## config.mk

```make
export PLATFORM = sky130hd
export DESIGN_NAME = scan_loader
export DESIGN_NICKNAME = d
export VERILOG_FILES = /design/src/rtl/scan_pkg.sv /design/src/rtl/scan_loader_frame_buffer.sv /design/src/rtl/scan_loader.sv
export SDC_FILE = /design/constraint.sdc
export NUM_CORES = 1
export LEC_CHECK = 0
export ABC_AREA = 1
export CAP_MARGIN = 20
export CORE_MARGIN = 2
export CORE_UTILIZATION = 30
export CTS_CLUSTER_DIAMETER = 80
export DETAILED_ROUTE_END_ITERATION = 16
export SYNTH_ARGS = -nofsm -noshare
export SYNTH_HDL_FRONTEND = slang
export SYNTH_HIERARCHICAL = 1
export SYNTH_SLANG_ARGS = --single-unit
```

## constraint.sdc

```tcl
create_clock -name clk -period 2.4 [get_ports clk]
set_input_delay 0.6 -clock clk [delete_from_list [all_inputs] [get_ports clk]]
set_output_delay 0.6 -clock clk [all_outputs]
set_load 0.005 [all_outputs]
```

## src/rtl/scan_pkg.sv

```systemverilog
// Shared types for the scan chain loader: FSM states, latch-select frame codes,
// and the frame-order helper (V, H, D, then the state-only frame).
package scan_pkg;

    typedef enum logic [2:0] {
        S_IDLE,
        S_LOAD,
        S_SHIFT,
        S_LATCH,
        S_UNLOAD,
        S_DONE
    } state_t;

    localparam logic [1:0] CFG_NONE = 2'd0;
    localparam logic [1:0] CFG_V    = 2'd1;
    localparam logic [1:0] CFG_H    = 2'd2;
    localparam logic [1:0] CFG_D    = 2'd3;

    // State-only frame maps to CFG_NONE, so it naturally sorts last.
    function automatic logic [1:0] next_frame(input logic [3:0] mask);
        if (mask[1])      return CFG_V;
        else if (mask[2]) return CFG_H;
        else if (mask[3]) return CFG_D;
        else              return CFG_NONE;
    endfunction

    // Mask bit index equals the frame code.
    function automatic logic [3:0] frame_bit(input logic [1:0] code);
        return 4'b0001 << code;
    endfunction

endpackage

```

## src/rtl/scan_loader_frame_buffer.sv

```systemverilog
// CHAIN_LEN-bit frame register: byte-indexed load, 1-bit serial shift-right
// with serial input at the MSB, and shift-right-by-8 for readback.
module frame_buffer #(
    parameter int CHAIN_LEN = 64,
    localparam int NBYTES   = CHAIN_LEN / 8,
    localparam int IDX_W    = (NBYTES > 1) ? $clog2(NBYTES) : 1
) (
    input  logic                 clk,
    input  logic                 rst_n,
    input  logic                 i_load_en,
    input  logic [IDX_W-1:0]     i_load_idx,
    input  logic [7:0]           i_load_byte,
    input  logic                 i_shift_en,
    input  logic                 i_shift_in,
    input  logic                 i_shift8_en,
    output logic [CHAIN_LEN-1:0] o_buf
);

    logic [CHAIN_LEN-1:0] r_buf;

    always_ff @(posedge clk) begin
        if (!rst_n) begin
            r_buf <= '0;
        end else if (i_load_en) begin
            r_buf[int'(i_load_idx)*8 +: 8] <= i_load_byte;
        end else if (i_shift_en) begin
            r_buf <= {i_shift_in, r_buf[CHAIN_LEN-1:1]};
        end else if (i_shift8_en) begin
            r_buf <= r_buf >> 8;
        end
    end

    assign o_buf = r_buf;

endmodule

```

## src/rtl/scan_loader.sv

```systemverilog
// Scan chain bitstream loader: buffers a full frame, shifts it gap-free, pulses the
// latch selector per frame. Readback of displaced bits under SCAN_LOADER_READBACK_EN.
module scan_loader
    import scan_pkg::*;
#(
    parameter int CHAIN_LEN = 64
) (
    input  logic       clk,
    input  logic       rst_n,
    input  logic       start,
    input  logic [3:0] frame_mask,
    input  logic [7:0] s_data,
    input  logic       s_valid,
    output logic       s_ready,
    output logic       busy,
    output logic       done,
    output logic       scan_se,
    output logic       scan_sc,
    output logic [1:0] scan_cfg,
    input  logic       scan_in
`ifdef SCAN_LOADER_READBACK_EN
    ,
    output logic [7:0] rb_data,
    output logic       rb_valid,
    input  logic       rb_ready
`endif
);

    localparam int NBYTES = CHAIN_LEN / 8;
    localparam int IDX_W  = (NBYTES > 1) ? $clog2(NBYTES) : 1;
    localparam int CW     = $clog2(CHAIN_LEN);

    state_t               r_state, w_state_nxt, w_after_frame, w_next_load;
    logic [CW-1:0]        r_cnt;
    logic [1:0]           r_frame;
    logic [3:0]           r_mask;
    logic [CHAIN_LEN-1:0] w_buf;
    logic                 w_load_en, w_shift_en, w_shift8_en, w_cnt_clr, w_cnt_inc;
    logic [3:0]           w_src;
    logic [1:0]           w_code;
    logic                 w_shift_in;
    logic                 w_unused;

    assign w_next_load = (r_mask != 4'd0) ? S_LOAD : S_DONE;
    assign w_src       = (r_state == S_IDLE) ? frame_mask : r_mask;
    assign w_code      = next_frame(w_src);

`ifdef SCAN_LOADER_READBACK_EN
    assign w_after_frame = S_UNLOAD;
    assign w_shift_in    = scan_in;
    assign w_unused      = ^w_buf[CHAIN_LEN-1:1];
`else
    assign w_after_frame = w_next_load;
    assign w_shift_in    = 1'b0;
    assign w_unused      = ^{scan_in, w_buf[CHAIN_LEN-1:1]};
`endif

    always_comb begin
        w_state_nxt = r_state;
        w_load_en   = 1'b0;
        w_shift_en  = 1'b0;
        w_shift8_en = 1'b0;
        w_cnt_clr   = 1'b0;
        w_cnt_inc   = 1'b0;
        case (r_state)
            S_IDLE: if (start) begin
                w_cnt_clr   = 1'b1;
                w_state_nxt = (frame_mask == 4'd0) ? S_DONE : S_LOAD;
            end
            S_LOAD: if (s_valid) begin
                w_load_en = 1'b1;
                if (r_cnt == CW'(NBYTES - 1)) begin
                    w_cnt_clr   = 1'b1;
                    w_state_nxt = S_SHIFT;
                end else begin
                    w_cnt_inc = 1'b1;
                end
            end
            S_SHIFT: begin
                w_shift_en = 1'b1;
                if (r_cnt == CW'(CHAIN_LEN - 1)) begin
                    w_cnt_clr   = 1'b1;
                    // State frame has no latch code; scan_se dropping is its commit.
                    w_state_nxt = (r_frame != CFG_NONE) ? S_LATCH : w_after_frame;
                end else begin
                    w_cnt_inc = 1'b1;
                end
            end
            S_LATCH: w_state_nxt = w_after_frame;
`ifdef SCAN_LOADER_READBACK_EN
            S_UNLOAD: if (rb_ready) begin
                w_shift8_en = 1'b1;
                if (r_cnt == CW'(NBYTES - 1)) begin
                    w_cnt_clr   = 1'b1;
                    w_state_nxt = w_next_load;
                end else begin
                    w_cnt_inc = 1'b1;
                end
            end
`endif
            S_DONE:  w_state_nxt = S_IDLE;
            default: w_state_nxt = S_IDLE;
        endcase
    end

    always_ff @(posedge clk) begin
        if (!rst_n) begin
            r_state <= S_IDLE;
            r_cnt   <= '0;
            r_frame <= CFG_NONE;
            r_mask  <= 4'd0;
        end else begin
            r_state <= w_state_nxt;
            if (w_cnt_clr)      r_cnt <= '0;
            else if (w_cnt_inc) r_cnt <= r_cnt + 1'b1;
            // Every entry into LOAD consumes the next enabled frame from the mask.
            if (r_state != S_LOAD && w_state_nxt == S_LOAD) begin
                r_frame <= w_code;
                r_mask  <= w_src & ~frame_bit(w_code);
            end
        end
    end

    frame_buffer #(.CHAIN_LEN(CHAIN_LEN)) u_buf (
        .clk         (clk),
        .rst_n       (rst_n),
        .i_load_en   (w_load_en),
        .i_load_idx  (r_cnt[IDX_W-1:0]),
        .i_load_byte (s_data),
        .i_shift_en  (w_shift_en),
        .i_shift_in  (w_shift_in),
        .i_shift8_en (w_shift8_en),
        .o_buf       (w_buf)
    );

    assign s_ready  = (r_state == S_LOAD);
    assign busy     = (r_state != S_IDLE);
    assign done     = (r_state == S_DONE);
    assign scan_se  = (r_state == S_SHIFT);
    assign scan_sc  = scan_se & w_buf[0];
    assign scan_cfg = (r_state == S_LATCH) ? r_frame : CFG_NONE;

`ifdef SCAN_LOADER_READBACK_EN
    assign rb_valid = (r_state == S_UNLOAD);
    assign rb_data  = rb_valid ? w_buf[7:0] : 8'h00;
`endif

endmodule
```

After elaboration in Yosys (flattened, before gate mapping)
Cells that the tools add are included.
- bits in registers: 79
- input port bits: 17
- output and inout bits: 7
- word-level logic and storage cells: 58
- add/sub/neg operators: 2
- eq/ne operators: 8
- shifts and indexed selects: 3
- multiplexer cells: 28
- bitwise gates (word level): 4
- reduce and logical (&&, ||, !) cells: 8
- operator list (cell ; count):
    two-way mux 64 bit ; 2
    bitwise mux 64 bit ; 1
    variable shift 8 x 33 -> 64 bit, first input constant ; 1
    indexed part select 8 x 33 -> 64 bit ; 1
    negator 6 -> 33 bit ; 1
    two-way mux 3 bit ; 7
    one-hot mux 3 bit (4 select lines) ; 1
    two-way mux 1 bit ; 10
    two-way mux 2 bit ; 4
    adder 6 x 1 -> 6 bit, second input constant ; 1
    == test 3 x 1 -> 1 bit, second input constant ; 2
    == test 3 x 2 -> 1 bit, second input constant ; 2
    == test 6 x 3 -> 1 bit, second input constant ; 1
    == test 6 bit, second input constant ; 1
    bitwise AND 4 bit ; 1
    logical NOT 4 bit ; 1
    two-way mux 4 bit ; 1
    inverter 4 bit ; 1
    nonzero test 2 bit ; 2
    nonzero test 4 bit ; 1
    << shifter 1 x 2 -> 4 bit, first input constant ; 1
    == test 3 bit, second input constant ; 1
    logical NOT 3 bit ; 1
    inequality test 3 x 1 -> 1 bit, second input constant ; 1
    other kinds (7) ; 7

Depth between registers and ports, before layout
- depth in word-level cells: 8
- mapped depth: 14
- gate-level depth less buffers: 12

Modules after synthesis
Netlist, hierarchy kept.
- by module, submodules not included (module ; times used ; cells each ; area an instance (um2) ; sequential area each (um2)):
    frame_buffer ; 1 ; 642 ; 4070.2 ; 1281.2
    scan_loader ; 1 ; 152 ; 982.2 ; 300.3

Worst setup path after synthesis
Ideal clock, no wire load.
- path type: flip-flop to flip-flop
- from: reg r_cnt[0]
- to: reg u_buf.r_buf[40] (netlist: u_buf/o_buf[40])
- setup time: 0.116 ns
- arrival time: 2.027 ns
- required time: 2.284 ns
- slack: 0.257 ns
- stages on the path, launching flop included: 12
- path buffers: 2
- period minus slack after synthesis: 2.143 ns
- cell sequence: dfxtp_1 > buf_6 > inv_1 > ha_1 > ha_1 > inv_2 > buf_4 > nand4_2 > a21oi_4 > inv_2 > nor2_1 > nor2_1
- longest elaborated chain between the ends: 4
- elaborated cells on any way between the ends: 5
- those cells by class: add/sub (1); shift (2); mux (2)
- ends and longest elaborated chain (element ; line ; text):
    start: declaration ; scan_loader.sv:34 ; logic [CW-1:0] r_cnt;
    start signal: assignment ; scan_loader.sv:115 ; else if (w_cnt_inc) r_cnt <= r_cnt + 1'b1;
    negator 6 -> 33 bit * ; scan_loader_frame_buffer.sv:25 ; r_buf[int'(i_load_idx)*8 +: 8] <= i_load_byte;
    indexed part select 8 x 33 -> 64 bit / variable shift 8 x 33 -> 64 bit (equally long branches) ; scan_loader_frame_buffer.sv:25 ;
    bitwise mux 64 bit * ; scan_loader_frame_buffer.sv:25 ;
    two-way mux 64 bit * ; scan_loader_frame_buffer.sv:24 ; end else if (i_load_en) begin
    end signal: indexed assignment ; scan_loader_frame_buffer.sv:25 ;
    end signal: assignment ; scan_loader_frame_buffer.sv:27 ; r_buf <= {i_shift_in, r_buf[CHAIN_LEN-1:1]};
    end signal: assignment ; scan_loader_frame_buffer.sv:29 ; r_buf <= r_buf >> 8;
    end: declaration ; scan_loader_frame_buffer.sv:19 ; logic [CHAIN_LEN-1:0] r_buf;
Mark *: on every way between the ends. The rest lies on a longest branch, timed or not.
A chain may end at the register's enable or synchronous reset.

Worst setup path in the final report
- from: reg r_state[1]
- to: out scan_cfg[0]
- longest elaborated chain between the ends: 2
- ends and longest elaborated chain (element ; line ; text):
    start: declaration ; scan_loader.sv:33 ; state_t r_state, w_state_nxt, w_after_frame, w_next_load;
    start signal: assignment ; scan_loader.sv:113 ; r_state <= w_state_nxt;
    == test 3 x 2 -> 1 bit ; scan_loader.sv:141 ; assign scan_cfg = (r_state == S_LATCH) ? r_frame : CFG_NONE;
    two-way mux 2 bit ; scan_loader.sv:141 ;
    end: declaration ; scan_loader.sv:19 ; output logic [1:0] scan_cfg,
No other way between the ends.

==> flow_summary.yaml <==
run_status:
  run_status: "finished clean"
power:
  p_comb_share_pct: 19.5
  power_density_nw_per_um2: 622
  power_mw: 3.65
  swShare_pct: 29.5
  ir_worst_vdd_mv: 0.307
  p_sw_mw: 1.08
  power_frac_seq_pct: 41.6
  leakage_nw: 2.74
  intPower_mw: 2.58
  clockPowerShare_pct: 38.8
layout:
  final_common_cell: "nand2_1"
  nets: 843
  syn_to_final_growth_pct: 16.2
  fillCellCount: 1789
  drive_gt1_share_pct: 12.1
  final_cell_area_um2: 5870
  n_antenna_cell: 0
  final_cell_mix: "nand2_1 (217), nor2_1 (164), inv_1 (86)"
setup_path:
  required_ns: 1.80
  cp.depth: 5
  worstPathMaxFanout: 8
  reg2reg_slack_ns: 0.37
  critical_path.max_stage_delay_ns: 0.51
  setup.worst_path.start: "r_state[1]$_SDFF_PN0_"
  crit_path_start_kind: "register"
  crit_path_top_delay_cell: "clkdlybuf4s50_1"
  worst_setup_path_end_kind: "output port"
  crit_chain: "inv_2 -> nor2_1 -> inv_1 -> nor2_1 -> clkdlybuf4s50_1"
  crit_family: "buffers and inverters"
  path_class: "reg2out"
  ff2ff_path_depth: 9
  rr_endpoint: "u_buf/o_buf[47]$_SDFFE_PN0P_"
  regToRegStartpoint: "r_cnt[0]$_SDFFE_PP0P_"
  crit_buf_inv: 3
  arrival_ns: 1.66
  cpMostUsedCell: "nor2_1"
flow_run:
  maxCapViolations: 0
timing:
  fin_skew_ns: 0.00978
  finalCritPeriodShare_pct: 94.0
  final_hold_viol_count: 0
  slew_viol_final: 0
  period_minus_slack_ns: 2.26
  setup_slack_ns: 0.143
  fmax_mhz: 443
  grt_setup_unrepaired: "false"
  setup_violations: 0
  timing.setup.tns_ns: 0
floorplanning:
  die_w_um: 134
  start_util_pct: 30.6
  rows: 47
  dieHeight_um: 134
  die_area_um2: 17900
  core_region_area_um2: 16500
  io_pins: 24
min_path:
  hold_path_end: "r_mask[1]$_SDFFE_PN0P_"
  worstHoldPathCells: 2
  min_path_type: "reg2reg"
  hp-start: "r_mask[1]$_SDFFE_PN0P_"
synthesis:
  synth.distinct_cells: 38
  async_reset_ff_share_pct: 0
  synth_cells: 794
  yosys_warnings: 6
  synthFlopType: "dfxtp_1"
  avgSynthCellArea_um2: 6.36
  synth_edf_count: 0
  yosysSeqAreaShare_pct: 31.3
  synth_seq_cells: 79
  synth_area_um2: 5050
global_routing:
  grt_max_degree: 68
  overflow: 0
  antenna_found_initial: 0
  grt_use_total_pct: 15.8
  grt_pass1_wl_um: 22500
  grt_pass1_vias: 4454
clock_network:
  cts_buffer_depth: 2
  clk_latency_ns: 0.35
  root_buffer: "clkbuf_16"
  post_cts_buffers: 0
  cts_max_level: 3
  numCtsBuffers: 9
  clk_pin_slew_ns: 0.06
  cts_tree: "yes"
  cts.sinks: 79
drt:
  drc_errors: 0
  vias: 4886
  drt_first_pass_iters: 5
  drtIter0Drc: 476
  avgRoutedWirePerCell_um: 12.9
  routed_via_density: 4.67
  postRouteAntennaNets: 0
  wl_um: 13600
placed_design:
  io_buffers: 22
  gp_congestion: 0.893
  place_area_um2: 5560
  pre_cts_slack_ns: 0.0319
  dp_hpwl_um: 9620
-- worst max-delay path by stage --
stage,end,slack [ns]
floorplan,u_buf/o_buf[40]$_SDFFE_PN0P_,0.26
global route,scan_cfg[0],0.04
detailed placement,u_buf/o_buf[21]$_SDFFE_PN0P_,0.03
CTS,scan_cfg[1],0.07
finish,scan_cfg[0],0.14
global placement,u_buf/o_buf[21]$_SDFFE_PN0P_,0.01
-- per-stage QoR --
step | hold WS [ns] | instances | utilization (%)
3_5_place_dp | 0.449 | 1031 | 33.7
6_report | 0.457 | 1047 | 35.5
4_1_cts | 0.458 | 1047 | 35.5
3_3_place_gp | 0.447 | 1031 | 33.7
2_1_floorplan | 0.434 | 795 | -
5_1_grt | 0.484 | 1047 | 35.5
-- timing repair --
item,in CTS,in global routing
gates resized for setup,0,3
endpoints found under the setup margin,0,2
hold buffers,0,0
hold endpoints to repair,0,0
-- worst reg2reg max path: stages, from the launching register on --
cell and delay, ns:
dfxtp_1 0.33, inv_1 0.06, ha_1 0.21, ha_1 0.37, inv_2 0.19, nand4_2 0.16, a21oi_4 0.30, inv_2 0.15
nor2_1 0.11, nor2_1 0.05
-- state kept, by name, indices dropped and copies added (netlist names) --
| register | count |
|---|---|
| u_buf/o_buf | 64 |
| r_frame | 2 |
| r_cnt | 6 |
| r_state | 3 |
| r_mask | 4 |
-- layer usage --
| metal | track usage (%) | part of all wire, % | up-vias |
|---|---|---|---|
| met5 | 0 | 0 | - |
| met4 | 5.08 | 1.7 | 0 |
| met3 | 3.93 | 5.0 | 14 |
| li1 | - | - | 2558 |
| met1 | 21.3 | 49 | 2214 |
| met2 | 24.8 | 44 | 100 |
-- power groups by stage --
stage	Sequential [mW]	Combinational [mW]	Clock (mW)
floorplan	1.51	0.570	0
global placement	1.54	0.707	0
detailed placement	1.54	0.712	0
CTS	1.52	0.715	1.45
global route	1.53	0.816	1.50
finish	1.52	0.713	1.42
-- area by class of cell --
cell class | count | area [µm²] | share of cell area (%)
multi-input combinational | 586 | 2890 | 49.2
timing repair buffer | 48 | 448 | 7.63
inverter | 98 | 370 | 6.31
tap | 220 | 275 | 4.69
clock inverter | 2 | 38.8 | 0.661
sequential | 79 | 1590 | 27.0
clock buffer | 14 | 264 | 4.50
-- kinds of logic after synthesis --
| group | after synthesis | share of synthesized area, % |
|---|---|---|
| other cells | 1 | 0.0742 |
| fa+ha+maj | 4 | 0.991 |
| buf+inv | 130 | 11.6 |
| compound gates | 111 | 15.0 |
| xor+xnor | 2 | 0.347 |
| flops | 79 | 31.3 |
| simple gates | 467 | 40.7 |
-- cells in the mapped netlist, types with 2 or more instances --
cell / n / area share [%]
nand2_1: 217 / 16
nor2_1: 164 / 12
inv_1: 86 / 6.4
dfxtp_1: 79 / 31
a22oi_1: 48 / 7.1
nand3_1: 35 / 3.5
o21ai_0: 33 / 3.3
buf_2: 11 / 1.1
inv_2: 11 / 0.82
nand2_2: 11 / 1.4
a21oi_1: 10 / 0.99
nand4_1: 9 / 1.1
buf_6: 8 / 1.8
clkbuf_1: 7 / 0.52
o21a_1: 7 / 1.0
buf_4: 6 / 0.89
nand2_4: 6 / 1.3
nor2_2: 5 / 0.62
nor2_4: 5 / 1.1
o22ai_1: 5 / 0.62
ha_1: 4 / 0.99
a21oi_2: 3 / 0.52
o21ai_4: 3 / 0.97
nand3_2: 2 / 0.40
nand3_4: 2 / 0.69
nand4_2: 2 / 0.50
nor3_1: 2 / 0.20
nor3_4: 2 / 0.64
xnor2_1: 2 / 0.35
Power figures use the tool's default switching activity.
